===== config.mk =====
export PLATFORM = sky130hd
export DESIGN_NAME = rom_dl_sequencer_flat
export DESIGN_NICKNAME = d
export VERILOG_FILES = /design/src/rtl/rom_dl_if.sv /design/src/rtl/rom_dl_sequencer.sv /design/src/flat_wrapper.sv
export SDC_FILE = /design/constraint.sdc
export NUM_CORES = 1
export LEC_CHECK = 0
export ABC_AREA = 1
export BUFFER_PORTS_ARGS = -buffer_cell sky130_fd_sc_hd__buf_2
export CAP_MARGIN = 20
export CORE_MARGIN = 10
export CORE_UTILIZATION = 50
export CTS_CLUSTER_SIZE = 24
export DETAILED_ROUTE_END_ITERATION = 8
export GPL_ROUTABILITY_DRIVEN = 0
export GPL_TIMING_DRIVEN = 1
export HOLD_SLACK_MARGIN = 0.1
export PLACE_DENSITY_LB_ADDON = 0.25
export SLEW_MARGIN = 20
export SYNTH_ARGS = -nofsm -noshare
export SYNTH_HDL_FRONTEND = slang
export SYNTH_SLANG_ARGS = --single-unit

===== constraint.sdc =====
create_clock -name clk_sys -period 3.46 [get_ports clk_sys]
set_input_delay 0.519 -clock clk_sys [delete_from_list [all_inputs] [get_ports clk_sys]]
set_output_delay 0.519 -clock clk_sys [all_outputs]
set_load 0.02 [all_outputs]

===== src/rtl/rom_dl_if.sv =====
// ---------------------------------------------------------------------------
// rom_dl_if
// Bus bundle between the HPS ioctl download port and the core ROM write port.
//   dl_active : download in progress (ioctl_download)
//   dl_wr     : one-cycle byte strobe (ioctl_wr)
//   dl_addr   : 17-bit download byte address
//   dl_data   : download byte
//   rom_we    : one-hot per-region write enable
//   rom_addr  : region-local byte offset
//   rom_data  : write data
//   rom_ready : ROM port accepts a write this cycle
// master = download source / ROM sink side, slave = the sequencer.
// ---------------------------------------------------------------------------
interface rom_dl_if;
   logic        dl_active;
   logic        dl_wr;
   logic [16:0] dl_addr;
   logic [7:0]  dl_data;
   logic [3:0]  rom_we;
   logic [10:0] rom_addr;
   logic [7:0]  rom_data;
   logic        rom_ready;

   modport master (
      output dl_active, dl_wr, dl_addr, dl_data, rom_ready,
      input  rom_we, rom_addr, rom_data
   );

   modport slave (
      input  dl_active, dl_wr, dl_addr, dl_data, rom_ready,
      output rom_we, rom_addr, rom_data
   );
endinterface


===== src/rtl/rom_dl_sequencer.sv =====
// ---------------------------------------------------------------------------
// rom_dl_sequencer
// Routes ioctl download bytes into four ROM regions through a small FIFO,
// counts bytes per region and holds the core in reset until a complete,
// error-free image is loaded, plus a reset-stretch interval.
// Ports:
//   clk_sys      : system clock
//   reset        : synchronous active-high reset
//   bus          : rom_dl_if.slave (download input, ROM write output)
//   core_reset_n : active-low core reset, high only in RUN
//   dl_done      : valid image loaded, core running
//   dl_err       : sticky [0] FIFO overflow, [1] out-of-range address,
//                  [2] region byte-count mismatch
// ---------------------------------------------------------------------------
module rom_dl_sequencer #(
   parameter logic [16:0] R0_BASE  = 17'h00000,
   parameter logic [16:0] R0_LEN   = 17'h00800,
   parameter logic [16:0] R1_BASE  = 17'h00800,
   parameter logic [16:0] R1_LEN   = 17'h00800,
   parameter logic [16:0] R2_BASE  = 17'h01000,
   parameter logic [16:0] R2_LEN   = 17'h00200,
   parameter logic [16:0] R3_BASE  = 17'h01200,
   parameter logic [16:0] R3_LEN   = 17'h00100,
   parameter int          RST_HOLD = 16
) (
   input  logic       clk_sys,
   input  logic       reset,
   rom_dl_if.slave    bus,
   output logic       core_reset_n,
   output logic       dl_done,
   output logic [2:0] dl_err
);

   localparam logic [2:0] S_IDLE  = 3'd0;
   localparam logic [2:0] S_LOAD  = 3'd1;
   localparam logic [2:0] S_DRAIN = 3'd2;
   localparam logic [2:0] S_HOLD  = 3'd3;
   localparam logic [2:0] S_RUN   = 3'd4;
   localparam logic [2:0] S_ERR   = 3'd5;

   localparam logic [3:0][16:0] BASE_ARR = {R3_BASE, R2_BASE, R1_BASE, R0_BASE};
   localparam logic [3:0][16:0] LEN_ARR  = {R3_LEN,  R2_LEN,  R1_LEN,  R0_LEN};

   logic [2:0]  state_reg, state_next;
   logic [7:0]  hold_cnt_reg;
   logic [2:0]  dl_err_reg;

   // output (write) register
   logic [3:0]  rom_we_reg;
   logic [10:0] rom_addr_reg;
   logic [7:0]  rom_data_reg;

   // FIFO storage and control
   logic [1:0]  fifo_region [4];
   logic [10:0] fifo_offset [4];
   logic [7:0]  fifo_data   [4];
   logic [1:0]  wr_ptr_reg, rd_ptr_reg;
   logic [2:0]  count_reg;

   logic [3:0]        hit;
   logic [3:0][10:0]  off;
   logic [3:0]        count_ok;
   logic [1:0]        in_region;
   logic [10:0]       in_offset;
   logic              addr_ok;

   logic load_entry, push_req, push, pop, full, out_busy, complete;
   logic ovf, oor, mismatch, drain_done, counts_ok;

   // ---------------- address decode ----------------
   generate
      for (genvar gi = 0; gi < 4; gi++) begin : g_dec
         logic [17:0] lim;
         assign lim     = {1'b0, BASE_ARR[gi]} + {1'b0, LEN_ARR[gi]};
         assign hit[gi] = (bus.dl_addr >= BASE_ARR[gi]) && ({1'b0, bus.dl_addr} < lim);
         assign off[gi] = 11'(bus.dl_addr - BASE_ARR[gi]);
      end
   endgenerate

   always_comb begin
      in_region = 2'd0;
      for (int i = 0; i < 4; i++) begin
         if (hit[i]) in_region = 2'(i);
      end
   end

   assign addr_ok   = |hit;
   assign in_offset = off[in_region];

   // ---------------- FIFO / handshake ----------------
   // The output register is counted as one of the four slots, so the FIFO
   // holds four bytes in total while the ROM port is stalled.
   assign load_entry = bus.dl_active && (state_reg != S_LOAD);
   assign out_busy   = |rom_we_reg;
   assign complete   = out_busy && bus.rom_ready;
   assign full       = (count_reg + {2'b00, out_busy}) >= 3'd4;
   assign pop        = (count_reg != 3'd0) && (!out_busy || bus.rom_ready);
   assign push_req   = (state_reg == S_LOAD) && bus.dl_wr && bus.dl_active;
   assign push       = push_req && addr_ok && (!full || complete);
   assign ovf        = push_req && addr_ok && full && !complete;
   assign oor        = push_req && !addr_ok;

   always_ff @(posedge clk_sys) begin
      if (push) begin
         fifo_region[wr_ptr_reg] <= in_region;
         fifo_offset[wr_ptr_reg] <= in_offset;
         fifo_data[wr_ptr_reg]   <= bus.dl_data;
      end
   end

   always_ff @(posedge clk_sys) begin
      if (reset || load_entry) begin
         wr_ptr_reg <= 2'd0;
         rd_ptr_reg <= 2'd0;
         count_reg  <= 3'd0;
      end else begin
         if (push) wr_ptr_reg <= wr_ptr_reg + 2'd1;
         if (pop)  rd_ptr_reg <= rd_ptr_reg + 2'd1;
         count_reg <= count_reg + {2'b00, push} - {2'b00, pop};
      end
   end

   // Output register: reloads from the FIFO head when empty or as the
   // current write completes; otherwise held stable through a stall.
   always_ff @(posedge clk_sys) begin
      if (reset || load_entry) begin
         rom_we_reg   <= 4'd0;
         rom_addr_reg <= 11'd0;
         rom_data_reg <= 8'd0;
      end else if (pop) begin
         rom_we_reg   <= 4'b0001 << fifo_region[rd_ptr_reg];
         rom_addr_reg <= fifo_offset[rd_ptr_reg];
         rom_data_reg <= fifo_data[rd_ptr_reg];
      end else if (complete) begin
         rom_we_reg   <= 4'd0;
      end
   end

   // ---------------- per-region byte counters ----------------
   generate
      for (genvar gi = 0; gi < 4; gi++) begin : g_cnt
         logic [11:0] cnt_reg;
         always_ff @(posedge clk_sys) begin
            if (reset || load_entry) begin
               cnt_reg <= 12'd0;
            end else if (complete && rom_we_reg[gi] && (cnt_reg != 12'hFFF)) begin
               cnt_reg <= cnt_reg + 12'd1;
            end
         end
         assign count_ok[gi] = (cnt_reg == LEN_ARR[gi][11:0]);
      end
   endgenerate

   assign counts_ok = &count_ok;

   // ---------------- control FSM ----------------
   assign drain_done = (count_reg == 3'd0) && !out_busy;

   always_comb begin
      state_next = state_reg;
      mismatch   = 1'b0;
      case (state_reg)
         S_LOAD:  if (!bus.dl_active) state_next = S_DRAIN;
         S_DRAIN: begin
            // single-cycle image check once nothing is left in flight
            if (drain_done) begin
               if ((dl_err_reg == 3'd0) && counts_ok) begin
                  state_next = S_HOLD;
               end else begin
                  state_next = S_ERR;
                  mismatch   = !counts_ok;
               end
            end
         end
         S_HOLD:  if (hold_cnt_reg == 8'd0) state_next = S_RUN;
         default: ;
      endcase
      if (load_entry) begin
         state_next = S_LOAD;
         mismatch   = 1'b0;
      end
   end

   always_ff @(posedge clk_sys) begin
      if (reset) begin
         state_reg <= S_IDLE;
      end else begin
         state_reg <= state_next;
      end
   end

   always_ff @(posedge clk_sys) begin
      if (reset) begin
         hold_cnt_reg <= 8'd0;
      end else if ((state_reg == S_DRAIN) && (state_next == S_HOLD)) begin
         hold_cnt_reg <= 8'(RST_HOLD);
      end else if ((state_reg == S_HOLD) && (hold_cnt_reg != 8'd0)) begin
         hold_cnt_reg <= hold_cnt_reg - 8'd1;
      end
   end

   always_ff @(posedge clk_sys) begin
      if (reset || load_entry) begin
         dl_err_reg <= 3'd0;
      end else begin
         dl_err_reg <= dl_err_reg | {mismatch, oor, ovf};
      end
   end

   // ---------------- outputs ----------------
   assign bus.rom_we    = rom_we_reg;
   assign bus.rom_addr  = rom_addr_reg;
   assign bus.rom_data  = rom_data_reg;
   assign core_reset_n  = (state_reg == S_RUN);
   assign dl_done       = (state_reg == S_RUN);
   assign dl_err        = dl_err_reg;

endmodule


===== src/flat_wrapper.sv =====
// flat-port wrapper written by rule: the top's interface ports become plain ports
module rom_dl_sequencer_flat 
#(
   parameter logic [16:0] R0_BASE  = 17'h00000,
   parameter logic [16:0] R0_LEN   = 17'h00800,
   parameter logic [16:0] R1_BASE  = 17'h00800,
   parameter logic [16:0] R1_LEN   = 17'h00800,
   parameter logic [16:0] R2_BASE  = 17'h01000,
   parameter logic [16:0] R2_LEN   = 17'h00200,
   parameter logic [16:0] R3_BASE  = 17'h01200,
   parameter logic [16:0] R3_LEN   = 17'h00100,
   parameter int          RST_HOLD = 16
)
  (clk_sys, reset, core_reset_n, dl_done, dl_err, bus_dl_active, bus_dl_wr, bus_dl_addr, bus_dl_data, bus_rom_ready, bus_rom_we, bus_rom_addr, bus_rom_data);
  rom_dl_if bus_i ();
  input  logic clk_sys;
  input  logic reset;
  output logic core_reset_n;
  output logic dl_done;
  output logic [2:0] dl_err;
  input wire logic [$bits(bus_i.dl_active)-1:0] bus_dl_active;
  input wire logic [$bits(bus_i.dl_wr)-1:0] bus_dl_wr;
  input wire logic [$bits(bus_i.dl_addr)-1:0] bus_dl_addr;
  input wire logic [$bits(bus_i.dl_data)-1:0] bus_dl_data;
  input wire logic [$bits(bus_i.rom_ready)-1:0] bus_rom_ready;
  output wire logic [$bits(bus_i.rom_we)-1:0] bus_rom_we;
  output wire logic [$bits(bus_i.rom_addr)-1:0] bus_rom_addr;
  output wire logic [$bits(bus_i.rom_data)-1:0] bus_rom_data;
  assign bus_i.dl_active = bus_dl_active;
  assign bus_i.dl_wr = bus_dl_wr;
  assign bus_i.dl_addr = bus_dl_addr;
  assign bus_i.dl_data = bus_dl_data;
  assign bus_i.rom_ready = bus_rom_ready;
  assign bus_rom_we = bus_i.rom_we;
  assign bus_rom_addr = bus_i.rom_addr;
  assign bus_rom_data = bus_i.rom_data;
  rom_dl_sequencer #(.R0_BASE(R0_BASE), .R0_LEN(R0_LEN), .R1_BASE(R1_BASE), .R1_LEN(R1_LEN), .R2_BASE(R2_BASE), .R2_LEN(R2_LEN), .R3_BASE(R3_BASE), .R3_LEN(R3_LEN), .RST_HOLD(RST_HOLD)) u_core (.clk_sys(clk_sys), .reset(reset), .bus(bus_i), .core_reset_n(core_reset_n), .dl_done(dl_done), .dl_err(dl_err));
endmodule

== Yosys cells after proc, flatten, opt, wreduce, memory -nomap -nowiden ==
Memory sizes are Yosys's and may differ from the RTL's. A register that Yosys moved wholly into a read port is not among the register bits.
Cells that the tools add are included.
Operators by class
  mux-type cells: 23
  bitwise operators: 1
  magnitude comparators: 10
  add/sub/neg operators: 13
  reductions and logical operators: 45
  eq/ne operators: 14
  shifts and indexed selects: 1
Operators with widths (count)
  $lt A17 B13 Y1 const B: 3
  $add A12 B1 Y12 const B: 4
  $ne A12 B12 Y1 const B: 4
  $ge A17 B13 Y1 const B: 2
  $logic_and A1 B1 Y1: 26
  $eq A12 B12 Y1 const B: 2
  $bmux W11 S2: 1
  $sub A11 B1 Y11 const B: 2
  $ge A17 B1 Y1 const B: 1
  $ge A17 B12 Y1 const B: 1
  $lt A17 B12 Y1 const B: 1
  $mux W3: 5
  $eq A12 B10 Y1 const B: 1
  $eq A12 B9 Y1 const B: 1
  $mux W11: 1
  $sub A11 B10 Y11 const B: 1
  $mux W5: 2
  $eq A3 B2 Y1 const B: 3
  $pmux W3 S3: 1
  $logic_not A8 Y1: 1
  $mux W2: 4
  $mux W4: 2
  $reduce_bool A8 Y1: 1
  $reduce_or A4 Y1: 2
  19 further kinds: 35
Storage, ports and cells
  bits in registers: 73
  input port bits: 30
  memories kept: 3
  memory bits (writable): 84
  logic and storage cells: 122
  output and inout bits: 28
Memories
  u_core.fifo_offset: words 4, width 11, rd ports 1, clocked after Yosys merged registers in 1, wr ports 1, RTL line rom_dl_sequencer.sv:55  | logic [10:0] fifo_offset [4];
  u_core.fifo_data: words 4, width 8, rd ports 1, clocked after Yosys merged registers in 1, wr ports 1, RTL line rom_dl_sequencer.sv:56  | logic [7:0] fifo_data [4];
  u_core.fifo_region: words 4, width 2, rd ports 1, clocked after Yosys merged registers in 1, wr ports 1, RTL line rom_dl_sequencer.sv:54  | logic [1:0] fifo_region [4];

== Depth between registers and ports, before layout ==
Gate-level depths: netlist of run 1.
  word-level depth: 10
  depth in mapped cells: 15
  mapped depth without buffers: 15

== Worst setup path before layout of run 1 ==
OpenSTA, ideal clock, no wires.
  path type: input to register
  start: in bus_dl_addr[9]
  end: mem u_core.fifo_data[0][0] (enable)
  setup time: 0.399 ns
  stages on the path: 10
  arrival time: 2.467 ns
  data required time: 3.061 ns
  path slack: 0.594 ns
  path buffers: 0
  path through: inv_1 -> ha_1 -> o21a_1 -> nor2_1 -> o21ai_1 -> nand2_1 -> nand2_1 -> nor2_2 -> inv_2 -> nor2_1
Between the ends
  cells in the longest elaborated chain, start to end: 7
  elaborated cells between the ends (all ways): 17
  classes of those cells: 8 x order compare; 2 x mux; 7 x reduce/logical
Ends and longest elaborated chain
  start: declaration: RTL line flat_wrapper.sv:23  | input wire logic [$bits(bus_i.dl_addr)-1:0] bus_dl_addr;
  $ge A17 B1 Y1 (tied with other cells): RTL line rom_dl_sequencer.sv:75  | assign hit[gi] = (bus.dl_addr >= BASE_ARR[gi]) && ({1'b0, bus.dl_addr} < lim);
  $logic_and A1 B1 Y1: RTL line rom_dl_sequencer.sv:75
  $reduce_or A4 Y1 *: RTL line rom_dl_sequencer.sv:87  | assign addr_ok = |hit;
  $logic_and A1 B1 Y1 * (2 in series): RTL line rom_dl_sequencer.sv:99  | assign push = push_req && addr_ok && (!full || complete);
  net u_core.push: RTL line rom_dl_sequencer.sv:67  | logic load_entry, push_req, push, pop, full, out_busy, complete;
  $mux W1 *: RTL line rom_dl_sequencer.sv:104  | if (push) begin
  $mux W1 (implied by the code) *: RTL line rom_dl_sequencer.sv:107  | fifo_data[wr_ptr_reg] <= bus.dl_data;
  end: declaration: RTL line rom_dl_sequencer.sv:56
Mark *: on every way through the listed nets, which the timed path passes. The rest lies on a longest branch.

== Worst setup path after layout of run 1 ==
  start: in bus_dl_addr[9]
  end: reg u_core.count_reg[2]
Between the ends
  cells in the longest elaborated chain, start to end: 7
  elaborated cells between the ends (all ways): 17
  classes of those cells: 2 x add/sub; 8 x order compare; 7 x reduce/logical
Ends and longest elaborated chain
  $ge A17 B1 Y1 (tied with other cells): RTL line rom_dl_sequencer.sv:75
  $logic_and A1 B1 Y1: RTL line rom_dl_sequencer.sv:75
  $reduce_or A4 Y1 *: RTL line rom_dl_sequencer.sv:87
  $logic_and A1 B1 Y1 * (2 in series): RTL line rom_dl_sequencer.sv:99
  net u_core.push: RTL line rom_dl_sequencer.sv:67
  $add A3 B1 Y3 *: RTL line rom_dl_sequencer.sv:119  | count_reg <= count_reg + {2'b00, push} - {2'b00, pop};
  $sub A3 B1 Y3 *: RTL line rom_dl_sequencer.sv:119
  end signal: assignment: RTL line rom_dl_sequencer.sv:119
  end: declaration: RTL line rom_dl_sequencer.sv:58  | logic [2:0] count_reg;
Marks and branches as above.
A chain may end at the register's enable or synchronous reset.

==> impl_metrics.json, run 1 <==
{
  "synth_area_per_cell_um2": 8.753,
  "cts_htree_levels": 4,
  "die_area_um2": 21400,
  "crit_path_end_kind": "register",
  "cp.required_ns": 3.85,
  "drive_gt1_share_pct": 14.63,
  "layout_common_cells": "nor2_1 (148), nand2_1 (131), inv_1 (106), dfxtp_1 (94), o21ai_0 (93)",
  "avgRoutedWirePerCell_um": 13.69,
  "r2r_slack_ns": 1.19,
  "fin_setup_tns_ns": 0,
  "largest_reg_flops": 48,
  "power_uw": 5478,
  "period_share_pct": 66.09,
  "vdd_ir_drop_max_mv": 0.4763,
  "io_buffer_count": 57,
  "fmax_mhz": 437.3,
  "grt_overflow": 0,
  "drv_slew": 0,
  "final_common_cell": "nor2_1",
  "p_per_area_nw_per_um2": 599.7,
  "p_leak_uw": 0.003488,
  "ys.warnings.count": 0,
  "preCtsSetupSlack_ns": 0.7322,
  "grt_max_degree": 44,
  "root_buffer": "clkbuf_16",
  "cts_tree": "built",
  "final_util_pct": 57.92,
  "hold_viol": 0,
  "ys_async_sr_fraction_pct": 0,
  "synth-main-ff-cell": "dfxtp_1",
  "dpl.hpwl_mm": 10.98,
  "synth.yosys.seq_area_share_pct": 55.23,
  "fin_worst_skew_ns": 0.01335,
  "setup_viol": 0,
  "worstSetupPathType": "in2reg",
  "grt_pass1_vias": 5649,
  "cts.repair.resized": 0,
  "worst_slack_ns": 1.173,
  "holdBufCountCts": 0,
  "ys_types": 41,
  "drc": 0,
  "drtIter0Drc": 409,
  "n_antenna_cell": 0,
  "io_pins": 58,
  "cts.reportedPaths.clkPinSlew_ns": 0.07,
  "status": "finished clean",
  "slew_headroom_pct": 48.90,
  "synth_nets": 959,
  "start_util_pct": 50.56,
  "wl_mm": 16.43,
  "coreArea_um2": 15770,
  "numCtsBuffers": 17,
  "clkLatencyLatePin_ns": 0.44,
  "nets": 1019,
  "cts.sinks": 178,
  "postCtsSetupBuffers": 0,
  "synth_area_um2": 7974,
  "grt_pass1_wl_mm": 27.32,
  "grt_usage_pct": 15.61,
  "ys_ff_latch": 178,
  "cts.path.max_buffers": 2,
  "arrival_ns": 2.68,
  "path_max_fanout": 5,
  "antenna_found_initial": 0,
  "die_x_um": 146.3,
  "first_pass_iters": 5,
  "vias": 6001,
  "syn-instance-count": 911,
  "rows": 46,
  "fp.dieH_um": 146.3,
  "rsz0062_at_grt": "no",
  "fillers": 1425,
  "critPathLaunchType": "primary input",
  "syn2layout_area_growth_pct": 14.55,
  "hold_path_class": "in2reg",
  "cap_violations": 0,
  "tightest_slew_ns": 0.7656,
  "via_per_inst": 5.001,
  "synth-edff-count": 84,
  "ant_nets": 0,
  "final.min_clock_period_ns": 2.287
}
-- routing by layer --
metal | wire length [um] | track usage, %
met1 | 7636 | 19.82
met4 | 180 | 4.605
met2 | 7916 | 25.59
met3 | 699 | 4.110
met5 | 0 | 0
-- logic make-up after synthesis --
kind of cell,Yosys count,share of synthesized area (%)
AO/OA/AOI/OAI,181,12.11
XOR/XNOR,18,1.977
adder cells (fa/ha/maj),18,2.919
buffers and inverters,140,6.810
flip-flops,178,55.23
AND/OR/NAND/NOR,376,20.95
-- where the power goes --
part,switching (uW),internal (uW),leakage (uW)
Combinational,776,335,0.00169
Sequential,79.5,2320,0.00150
Clock,972,993,0.000299
-- Yosys cell counts (16+ instances only) --
library cell  number  area share, %
ha_1              17            2.7
nand3_1           30            1.9
a31oi_1           19            1.5
dfxtp_1           94             24
nor3_1            16            1.0
nor2_1           152            7.2
inv_1            107            5.0
clkbuf_1          17           0.80
a21oi_1           55            3.5
o21ai_0           93            5.8
nand2_1          131            6.2
edfxtp_1          84             32
-- critical path, cell delays in order --
cell	delay [ns]
buf_2	0.11
inv_1	0.11
ha_1	0.20
o21a_1	0.12
nor2_1	0.04
o21ai_1	0.19
nand2_1	0.15
nand2_1	0.10
nor2_2	0.07
ha_1	0.24
fa_1	0.38
xnor2_1	0.18
xor2_1	0.16
nand2_1	0.06
inv_1	0.05
-- through the flow --
stage	cells	hold slack (ns)	area, um2
5_1_grt	1200	0.2699	9134
6_report	1200	0.2786	9134
2_1_floorplan	911	0.4340	7974
3_3_place_gp	1168	0.4581	8503
3_5_place_dp	1168	0.4578	8503
4_1_cts	1200	0.2667	9134
-- final timing paths --
check / startpoint / to / cells past startpoint
hold reg to reg: u_core.g_cnt[0].cnt_reg[4]$_SDFFE_PP0P_ / u_core.g_cnt[0].cnt_reg[4]$_SDFFE_PP0P_ / 2
setup reg to reg: u_core.bus.rom_we[3]$_SDFFE_PP0P_ / u_core.count_reg[2]$_SDFF_PP0_ / 12
setup / recovery: bus_dl_addr[9] / u_core.count_reg[2]$_SDFF_PP0_ / 15
hold / removal: reset / u_core.hold_cnt_reg[4]$_SDFFE_PP0P_ / 2
-- area by class of cell --
| cell class | count | area [um2] | area share (%) |
|---|---|---|---|
| Inverter | 113 | 424.2 | 4.644 |
| Tap cell | 216 | 270.3 | 2.959 |
| Timing Repair Buffer | 68 | 367.9 | 4.027 |
| Clock buffer | 17 | 425.4 | 4.658 |
| Sequential cell | 178 | 4404 | 48.22 |
| Multi-Input combinational cell | 593 | 3037 | 33.25 |
| Clock inverter | 15 | 205.2 | 2.247 |
(Power assumes the default switching activity.)
==> run 2, diff against run 1 <==
==> constraint.sdc (replaced) <==
create_clock -name clk_sys -period 2.2 [get_ports clk_sys]
set_input_delay 0.33 -clock clk_sys [delete_from_list [all_inputs] [get_ports clk_sys]]
set_output_delay 0.33 -clock clk_sys [all_outputs]
set_load 0.02 [all_outputs]
==> run 2 against run 1 <==
Critical path depth is 2 lower. Sequential power is 58% higher. Critical path type is now reg2reg. Core utilization is 1.3 points higher. First-iteration DRC count is 21% lower. Register-to-register slack worse by 1.0 ns. Setup slack worse by 1.0 ns. Sequential share of layout area is 0.86 points lower. Power is 59% higher. Non-clock buffer count is 12 higher. Combinational power is 66% higher. Largest cell class unchanged. Worst hold slack worse by 0.16 ns. Via count is 1.0% higher.
==> impl_metrics.json, run 2 (synthesized netlist as in run 1, its figures left out) <==
{
  "cts.sinks": 178,
  "cts_tree": "built",
  "multi_input_area_um2": 3060,
  "die_area_um2": 21400,
  "crit_path_end_kind": "register",
  "io_pins": 58,
  "rows": 46,
  "critPathLaunchType": "register",
  "grt_overflow": 0,
  "fp.dieH_um": 146.3,
  "first_pass_iters": 4,
  "fillers": 1403,
  "start_util_pct": 50.56,
  "power_uw": 8700,
  "io_buffer_count": 57,
  "timing.reg2reg.worst_path_depth": 13,
  "cts.reportedPaths.clkPinSlew_ns": 0.08,
  "clkLatencyLatePin_ns": 0.44,
  "antenna_found_initial": 0,
  "grt_pass1_vias": 5823,
  "setup_viol": 0,
  "internal_power_uw": 5808,
  "path_max_fanout": 4,
  "status": "finished clean",
  "drive_gt1_share_pct": 16.47,
  "cts_htree_levels": 4,
  "fmax_mhz": 493.5,
  "coreArea_um2": 15770,
  "period_share_pct": 92.11,
  "drc": 0,
  "final.min_clock_period_ns": 2.027,
  "rr_startpoint": "u_core.bus.rom_we[2]$_SDFFE_PP0P_",
  "grt_usage_pct": 15.75,
  "combPwrFrac_pct": 21.2,
  "r2r_end": "u_core.count_reg[2]$_SDFF_PP0_",
  "cp.required_ns": 2.59,
  "p_seq_share_pct": 43.4,
  "p_leak_uw": 0.003570,
  "layout_common_cells": "nor2_1 (146), nand2_1 (130), inv_1 (106), o21ai_0 (93), dfxtp_1 (90)",
  "r2r_slack_ns": 0.17,
  "vdd_ir_drop_max_mv": 0.7193,
  "arrival_ns": 2.42,
  "rsz0062_at_grt": "no",
  "hold_path.startpoint": "bus_dl_data[1]",
  "ant_nets": 0,
  "drv_slew": 0,
  "nets": 1031,
  "worstSetupPathType": "reg2reg",
  "tightest_slew_ns": 0.6825,
  "cts.path.max_buffers": 2,
  "n_antenna_cell": 0,
  "avgRoutedWirePerCell_um": 13.65,
  "root_buffer": "clkbuf_16",
  "dpl.hpwl_mm": 11.34,
  "min_to": "u_core.fifo_data[1][1]$_DFFE_PP_",
  "syn2layout_area_growth_pct": 17.02,
  "hold_depth": 1,
  "largest_reg_flops": 48,
  "die_x_um": 146.3,
  "power.switching_uw": 2892,
  "final_common_cell": "nor2_1",
  "vias": 6061,
  "hold_viol": 0,
  "grt_max_degree": 44,
  "cap_violations": 0,
  "final_util_pct": 59.17,
  "numCtsBuffers": 17,
  "pwr-share-clk_pct": 35.4,
  "slew_headroom_pct": 54.45,
  "hold_path_class": "in2reg",
  "drtIter0Drc": 322,
  "fin_worst_skew_ns": 0.009793,
  "p_per_area_nw_per_um2": 932.3,
  "wl_mm": 16.54,
  "swShare_pct": 33.24,
  "grt_pass1_wl_mm": 27.66,
  "seq_area_um2": 4419,
  "via_per_inst": 5.001
}
-- run 2: how the worst max path moves through the flow --
stage | start | end | slack (ns) | depth (start not counted)
finish | u_core.bus.rom_we[2]$_SDFFE_PP0P_ | u_core.count_reg[2]$_SDFF_PP0_ | 0.17 | 13
global route | u_core.count_reg[1]$_SDFF_PP0_ | u_core.count_reg[2]$_SDFF_PP0_ | 0.009 | 12
CTS | u_core.bus.rom_we[3]$_SDFFE_PP0P_ | u_core.count_reg[2]$_SDFF_PP0_ | 0.08 | 12
detailed placement | bus_dl_addr[10] | u_core.count_reg[2]$_SDFF_PP0_ | -0.08 | 15
global placement | bus_dl_addr[10] | u_core.count_reg[2]$_SDFF_PP0_ | -0.05 | 15
floorplan | bus_dl_addr[9] | u_core.fifo_data[0][0]$_DFFE_PP_ | -0.15 | 10
-- run 2: per-stage QoR --
| stage | TNS [ns] | worst slack [ns] | hold WS [ns] | std cells | area [um2] |
|---|---|---|---|---|---|
| floorplan | -12.50 | -0.1488 | 0.3991 | 911 | 8011 |
| global placement | -0.1629 | -0.04753 | 0.4455 | 1174 | 8628 |
| detailed placement | -0.5802 | -0.08113 | 0.4674 | 1174 | 8628 |
| CTS | 0 | 0.07814 | 0.1029 | 1209 | 9288 |
| global route | 0 | 0.009076 | 0.1027 | 1212 | 9331 |
| finish | 0 | 0.1735 | 0.1160 | 1212 | 9331 |
-- run 2: final cells by class --
class                   count  area share, %
clock buffers              17          4.559
repair buffers             80          5.658
inverters                 113          4.545
clock inverters            15          2.186
well taps                 216          2.896
flip-flops and latches    178          47.36
multi-input cells         593          32.80
-- run 2: repair_timing --
action / CTS / global route
hold buffers: 3 / 0
setup buffers: 0 / 3
hold endpoints to repair: 9 / 0
setup endpoints to repair: 0 / 1
resized for setup: 0 / 7
-- run 2: worst max-delay path, cell delays in order (launching register included) --
cell and delay (ns):
dfxtp_4 0.36, nor2_2 0.04, nand2_2 0.10, inv_2 0.04
nor2_1 0.10, nor2_2 0.06, ha_1 0.27, inv_1 0.04
ha_2 0.17, fa_2 0.37, xnor2_2 0.16, xor2_1 0.15
nand2_1 0.06, inv_1 0.05
-- run 2: power groups by stage --
| stage | registers, uW | logic, uW | clock network [uW] |
|---|---|---|---|
| floorplan | 4010 | 1120 | 0 |
| global placement | 3850 | 1770 | 0 |
| detailed placement | 3850 | 1790 | 0 |
| CTS | 3780 | 1800 | 3140 |
| global route | 3800 | 2100 | 3280 |
| finish | 3780 | 1840 | 3080 |
-- run 2: routing by layer --
metal  routed length [um]  global-route usage [%]
met1                 7751                   19.91
met2                 7688                   25.41
met3                  831                   4.172
met4                  267                   5.706
met5                    0                       0
==> run 3, diff against run 2 <==
--- a/config.mk
+++ b/config.mk
@@ -8,8 +8,9 @@
 export ABC_AREA = 1
 export BUFFER_PORTS_ARGS = -buffer_cell sky130_fd_sc_hd__buf_2
 export CAP_MARGIN = 20
+export CORE_ASPECT_RATIO = 0.5
 export CORE_MARGIN = 10
-export CORE_UTILIZATION = 50
+export CORE_UTILIZATION = 55
 export CTS_CLUSTER_SIZE = 24
 export DETAILED_ROUTE_END_ITERATION = 8
 export GPL_ROUTABILITY_DRIVEN = 0
==> run 3 against run 2 <==
Count of clock-buffer cells in the layout is 1 higher. Non-clock buffer count decreased by 1. Core utilization is 7.4 points higher. Critical path type unchanged. Largest cell class unchanged. Largest power group unchanged.
==> impl_metrics.json, run 3 (synthesized netlist as in run 1, its figures left out) <==
{
  "cts_tree": "built",
  "hold_path_class": "in2reg",
  "seq_area_um2": 4419,
  "dp_cells": 1153,
  "avgRoutedWirePerCell_um": 13.88,
  "crit_path_end_kind": "register",
  "n_antenna_cell": 0,
  "drv_slew": 0,
  "period_share_pct": 93.53,
  "cp.required_ns": 2.53,
  "io_buffer_count": 57,
  "use_met1_pct": 20.66,
  "worstSetupPathType": "reg2reg",
  "rsz0062_at_grt": "no",
  "layout_common_cells": "nor2_1 (148), nand2_1 (130), inv_1 (107), o21ai_0 (93), dfxtp_1 (90)",
  "final_util_pct": 66.59,
  "cts.reportedPaths.clkPinSlew_ns": 0.07,
  "drc": 0,
  "drtIter0Drc": 459,
  "start_util_pct": 57.57,
  "cts.sinks": 178,
  "largest_reg_flops": 48,
  "p_per_area_nw_per_um2": 929.0,
  "fillers": 1075,
  "fin_worst_skew_ns": 0.01526,
  "postCtsSetupBuffers": 0,
  "grtUsageMet2_pct": 27.68,
  "fmax_mhz": 486.0,
  "vdd_ir_drop_max_mv": 0.5725,
  "clkLatencyLatePin_ns": 0.43,
  "via_per_inst": 5.243,
  "rows": 30,
  "grt_max_degree": 44,
  "cp_common_cell": "inv_1",
  "final.min_clock_period_ns": 2.058,
  "numCtsBuffers": 17,
  "grt_overflow": 0,
  "p_leak_uw": 0.003540,
  "fin_setup_tns_ns": 0,
  "cap_violations": 0,
  "first_pass_iters": 5,
  "setup_viol": 0,
  "status": "finished clean",
  "crit_buf_inv": 3,
  "antenna_found_initial": 0,
  "die_area_um2": 20010,
  "ant_nets": 0,
  "grt_pass1_vias": 5877,
  "path_delay_family": "adder cells",
  "critPathLaunchType": "register",
  "die_x_um": 190.3,
  "wl_mm": 16.48,
  "dpl.hpwl_mm": 11.14,
  "grt_usage_pct": 16.49,
  "cp_slowest_cell": "dfxtp_4",
  "root_buffer": "clkbuf_16",
  "hold_viol": 0,
  "slew_headroom_pct": 55.63,
  "fp.dieH_um": 105.1,
  "final_cells": 1187,
  "syn2layout_area_growth_pct": 15.68,
  "io_pins": 58,
  "grt_use_met3_pct": 3.981,
  "tightest_slew_ns": 0.6649,
  "cts_htree_levels": 4,
  "path_max_fanout": 4,
  "drive_gt1_share_pct": 15.98,
  "nets": 1030,
  "crit_path_cell_trace": "nor2_1 -> nand2_2 -> inv_1 -> nor2_1 -> nor2_2 -> ha_1 -> inv_1 -> ha_1 -> fa_2 -> xnor2_2 -> xor2_1 -> nand2_1 -> inv_1",
  "max_stage_delay_ns": 0.36,
  "multi_input_area_um2": 3053,
  "coreArea_um2": 13850,
  "grt-busiest-layer": "met2",
  "grt_pass1_wl_mm": 27.43,
  "final_common_cell": "nor2_1",
  "cts.path.max_buffers": 2,
  "vias": 6223,
  "arrival_ns": 2.39
}
==> run 3: metrics by stage <==
stage                     cell area [um2]  hold slack, ns  power [uW]  worst slack, ns
after floorplan                      8011          0.3991        5129          -0.1488
after global placement               8608          0.4483        5588         -0.05309
after detailed placement             8608          0.4568        5624          -0.1017
after CTS                            9200          0.1005        8590           0.1066
after global routing                 9224          0.1117        9019          0.01172
final                                9224          0.1132        8569           0.1424
==> run 3: repair_timing <==
item | in CTS | in global routing
resized for setup | 0 | 3
endpoints found under the hold margin | 3 | 3
endpoints found under the setup margin | 0 | 1
hold buffers | 1 | 1
==> run 3: metal layers <==
metal	routed length (um)	part of all wire (%)
met2	7856	48
met5	0	0
met1	7746	47
met3	659	4.0
met4	217	1.3
==> run 3: path summary, 6_finish.rpt <==
path                                                start                                 endpoint  slack, ns  depth (start not counted)
setup / recovery        u_core.bus.rom_we[1]$_SDFFE_PP0P_           u_core.count_reg[2]$_SDFF_PP0_       0.14                         13
hold / removal                             bus_dl_data[1]         u_core.fifo_data[1][1]$_DFFE_PP_       0.11                          1
setup reg to reg        u_core.bus.rom_we[1]$_SDFFE_PP0P_           u_core.count_reg[2]$_SDFF_PP0_       0.14                         13
hold reg to reg   u_core.g_cnt[0].cnt_reg[4]$_SDFFE_PP0P_  u_core.g_cnt[0].cnt_reg[4]$_SDFFE_PP0P_       0.46                          2
==> run 3: area by class of cell <==
cell class              instances  share of cell area [%]
inverters                     113                   4.598
flip-flops and latches        178                   47.91
repair buffers                 79                   5.480
clock buffers                  18                   4.653
multi-input cells             593                   33.10
well taps                     192                   2.604
clock inverters                14                   1.655
==> run 3: report_power, final <==
part           total [uW]  internal, uW  switching (uW)
logic                1810           584            1230
registers            3790          3660             135
clock network        2970          1530            1440
total                8570          5770            2800
